===== config.mk =====
export PLATFORM = sky130hd
export DESIGN_NAME = bit_serializer
export DESIGN_NICKNAME = d
export VERILOG_FILES = /design/src/rtl/bit_serializer.sv
export SDC_FILE = /design/constraint.sdc
export NUM_CORES = 1
export LEC_CHECK = 0
export BUFFER_PORTS_ARGS = -buffer_cell sky130_fd_sc_hd__buf_2
export CORE_ASPECT_RATIO = 0.8
export CORE_MARGIN = 5
export CORE_UTILIZATION = 49
export CTS_BUF_LIST = sky130_fd_sc_hd__clkbuf_4
export DETAILED_ROUTE_END_ITERATION = 6
export PLACE_DENSITY = 0.71
export REMOVE_ABC_BUFFERS = 1
export SLEW_MARGIN = 20
export SYNTH_ARGS = -nofsm -noshare
export SYNTH_HDL_FRONTEND = slang
export SYNTH_SLANG_ARGS = --single-unit

===== constraint.sdc =====
create_clock -name clk -period 1.5 [get_ports clk]
set_input_delay 0.3 -clock clk [delete_from_list [all_inputs] [get_ports clk]]
set_output_delay 0.3 -clock clk [all_outputs]
set_load 0.02 [all_outputs]

===== src/rtl/bit_serializer.sv =====
// Parallel-to-serial feeder for the pattern detector.
// One-word hold buffer lets consecutive words stream without a gap.
module bit_serializer #(
  parameter int WIDTH     = 8,
  parameter bit MSB_FIRST = 1'b1,
  parameter bit IDLE_BIT  = 1'b0
) (
  input  logic             clk,
  input  logic             reset_n,
  input  logic [WIDTH-1:0] in_data,
  input  logic             in_valid,
  output logic             in_ready,
  output logic             x_out,
  output logic             x_valid,
  output logic             frame_done,
  output logic             busy
);

  localparam int CW = $clog2(WIDTH);

  typedef enum logic {
    S_IDLE,
    S_SHIFT
  } state_t;

  state_t           r_state;
  logic [WIDTH-1:0] r_hold;
  logic             r_hold_full;
  logic [WIDTH-1:0] r_shift;
  logic [CW-1:0]    r_cnt;
  logic             r_x_out;
  logic             r_x_valid;
  logic             r_frame_done;

  state_t           w_state;
  logic [WIDTH-1:0] w_shift;
  logic [WIDTH-1:0] w_shifted;
  logic [CW-1:0]    w_cnt;
  logic             w_load;
  logic             w_accept;
  logic             w_hold_full;
  logic             w_bit;
  logic             w_active;

  assign in_ready = reset_n & ~r_hold_full;
  assign w_accept = in_valid & in_ready;

  assign w_shifted = MSB_FIRST ? {r_shift[WIDTH-2:0], 1'b0}
                               : {1'b0, r_shift[WIDTH-1:1]};

  always_comb begin
    w_load  = 1'b0;
    w_state = r_state;
    w_shift = r_shift;
    w_cnt   = r_cnt;
    case (r_state)
      S_IDLE: begin
        if (r_hold_full) w_load = 1'b1;
      end
      S_SHIFT: begin
        if (r_cnt != '0) begin
          w_shift = w_shifted;
          w_cnt   = r_cnt - 1'b1;
        end else if (r_hold_full) begin
          w_load = 1'b1;
        end else begin
          w_state = S_IDLE;
        end
      end
    endcase
    // Reload from hold takes priority over the idle/shift decision.
    if (w_load) begin
      w_shift = r_hold;
      w_cnt   = CW'(WIDTH - 1);
      w_state = S_SHIFT;
    end
  end

  assign w_hold_full = w_accept | (r_hold_full & ~w_load);
  assign w_active    = (w_state == S_SHIFT);
  assign w_bit       = MSB_FIRST ? w_shift[WIDTH-1] : w_shift[0];

  always_ff @(posedge clk) begin
    if (!reset_n) begin
      r_state      <= S_IDLE;
      r_hold       <= '0;
      r_hold_full  <= 1'b0;
      r_shift      <= '0;
      r_cnt        <= '0;
      r_x_out      <= IDLE_BIT;
      r_x_valid    <= 1'b0;
      r_frame_done <= 1'b0;
    end else begin
      r_state      <= w_state;
      r_hold_full  <= w_hold_full;
      r_shift      <= w_shift;
      r_cnt        <= w_cnt;
      r_x_valid    <= w_active;
      r_x_out      <= w_active ? w_bit : IDLE_BIT;
      r_frame_done <= w_active && (w_cnt == '0);
      if (w_accept) r_hold <= in_data;
    end
  end

  assign x_out      = r_x_out;
  assign x_valid    = r_x_valid;
  assign frame_done = r_frame_done;
  assign busy       = r_x_valid | r_hold_full;

endmodule

==> out/qor.csv <==
metric,value,unit
num_rows,14,
io_buffers,15,
firstDrtPassIters,4,
grt_max_degree,18,
worst_r2r_startpoint,r_cnt[0]$_SDFF_PN0_,
synth.distinct_cells,27,
synth_edf_count,0,
ir_drop,0.7925,mV
num_antenna_cells,0,
initial_core_util,51.54,%
root_buffer,clkbuf_4,
final_area,0.001112,sq mm
vias_per_cell,5.473,
die_h,49.71,um
htree_levels,1,
dp_cells,146,
finalNetCount,140,
r2r-end,r_cnt[1]$_SDFF_PN0_,
critical_path_class,reg2out,
layout_common_cells,"dfxtp_1, nand2_1, buf_2",
dp_hpwl,1405,um
holdPathEnd,r_hold[2]$_SDFFE_PN0P_,
yosys.area.top_type,dfxtp_1,
setup_tns,0,ns
status,"finished, final reports clean",
io_pins,16,
hold_violations,0,
drc,0,
critPathArrivalTime,1.15,ns
crit_slowest_cell,dfxtp_4,
synth_async_sr_flop_share,0,%
post_cts_buffers,0,
cts_tree,done,
grt_pass1_vias,754,
yosysSeqAreaShare,45.60,%
fin_cells,150,
netlist_top_cells_area,"dfxtp_1, a211oi_1, nand2_1",
wire_per_inst,13.29,um
num_vias,821,
p_leak,0.4429,nW
worstPathMaxFanout,11,
worst_slack,0.04935,ns
numCtsBuffers,3,
maxCapViolCount,0,
synth-seq-cells,22,
max_freq,689.3,MHz
clkSinkCount,22,
rsz0062_at_grt,no,
synth_top_area_share,45.60,%
period_needed,1.451,ns
overflow,0,
dpl_cell_area,0.001050,sq mm
antenna_found_initial,0,
drtIter0Drc,14,
grt_pass1_wl,3222,um
synthCells,112,
ys_warn_count,0,
layout-drive-gt1-share,23.02,%
synthesis.area,965.9,sq um
yosys_most_used_dff,dfxtp_1,
cp_cell_sequence,or2_2 -> buf_2,
fp.dieW,59.64,um
worstMarginPinSlew,0.6483,ns
final_util,59.35,%
maxSlewHeadroom,56.69,%
layout_commonest_cell,dfxtp_1,
core_area,0.001874,sq mm
min-delay-start,in_data[2],
finalClockSkew,0.002755,ns
track_usage,14.04,%
cpPeakStageDelay,0.41,ns
totalWireLength,1994,um
hold_depth,3,
period_share,96.71,%
clk_pin_slew,0.12,ns
setup.worst_path.end_class,output pin,
clock_latency,0.31,ns
r2r_slack,0.08,ns
worstPathRequired,1.20,ns
area.growth.synth_to_final,15.16,%
slew_viol_final,0,
cts_max_path_buffers,2,
crit_path_start_kind,flip-flop,
finalSetupViolations,0,
place_congestion,0.7110,
cts_hold_buf,0,
die-area,0.002965,sq mm
p_per_area,1171,mW/mm^2
pre_cts_slack,0.1014,ns
antenna_left,0,
hp-class,in2reg,
reg2reg_depth,5,
postSynthAreaPerCell,8.624,sq um
critical path: cells and delay by family, from the launching register on:
family | cells | cell delay, ns
buffers and inverters | 1 | 0.16
flip-flops | 1 | 0.41
AND/OR/NAND/NOR | 1 | 0.27
layer usage:
layer	up-vias	wire length [um]	global-route usage [%]	part of all wire, %
li1	413	-	-	-
met3	2	130	5.744	6.5
met1	387	926	17.30	46
met2	19	927	22.66	46
met5	-	0	0	0
met4	0	10	2.952	0.50
area by class of cell:
| type | instances | area, sq um |
|---|---|---|
| Sequential cell | 22 | 445.4 |
| Multi-Input combinational cell | 71 | 441.7 |
| Tap cell | 24 | 30.03 |
| Timing Repair Buffer | 19 | 105.1 |
| Clock buffer | 3 | 22.52 |
| Fill cell | 165 | 762.0 |
| Inverter | 10 | 37.54 |
| Clock inverter | 1 | 30.03 |
metrics by stage:
step	hold slack (ns)	power, W
finish	0.2034	0.001303
floorplan	0.4175	0.0007893
detailed placement	0.4461	0.0008587
global route	0.1990	0.001361
CTS	0.1974	0.001313
global placement	0.4390	0.0008464
flip-flops by register name, indices dropped and copies added, names as in the netlist:
name,cells
frame_done,1
r_cnt,3
r_hold,8
r_hold_full,1
r_shift,7
x_out,1
x_valid,1
how the worst max path moves through the flow:
stage | start | endpoint | slack [ns] | cells after the start
6_report | r_hold_full$_SDFF_PN0_ | busy | 0.05 | 2
5_1_grt | r_hold_full$_SDFF_PN0_ | busy | 0.006 | 2
4_1_cts | r_hold_full$_SDFF_PN0_ | busy | 0.02 | 2
3_5_place_dp | r_cnt[0]$_SDFF_PN0_ | r_cnt[1]$_SDFF_PN0_ | 0.10 | 5
3_3_place_gp | r_cnt[0]$_SDFF_PN0_ | r_cnt[1]$_SDFF_PN0_ | 0.16 | 5
2_1_floorplan | x_valid$_SDFF_PN0_ | r_cnt[2]$_SDFF_PN0_ | 0.20 | 3
where the power goes:
part           internal, W  total [W]  switching, W
combinational    0.0000843   0.000202      0.000117
clock             0.000270   0.000454      0.000184
sequential        0.000621   0.000647     0.0000258
total             0.000976    0.00130      0.000327
repair_timing:
item                                    CTS  global route
endpoints found under the setup margin    2             3
cloned                                    0             0
resized for setup                         1             3
kinds of logic (layout without fill, tap and decap cells):
kind of cell	Yosys count	after routing	share of synthesized area, %
and+or+nand+nor	38	38	20.21
AOI/OAI and AO/OA	30	30	21.37
DFF	22	22	45.60
buffers and inverters	19	33	9.196
adders and majority gates	2	2	2.590
muxes	1	1	1.036
cells in the mapped netlist, drive strengths merged (2+ instances only):
cell	instances
o21a	2
and3	2
ha	2
clkbuf	2
nand2	18
nor2	2
nand3	3
a21oi	10
nor2b	7
inv	9
a221oi	6
dfxtp	22
a211oi	9
nand2b	2
buf	7
Note: power is estimated with default switching activity, not from simulation.
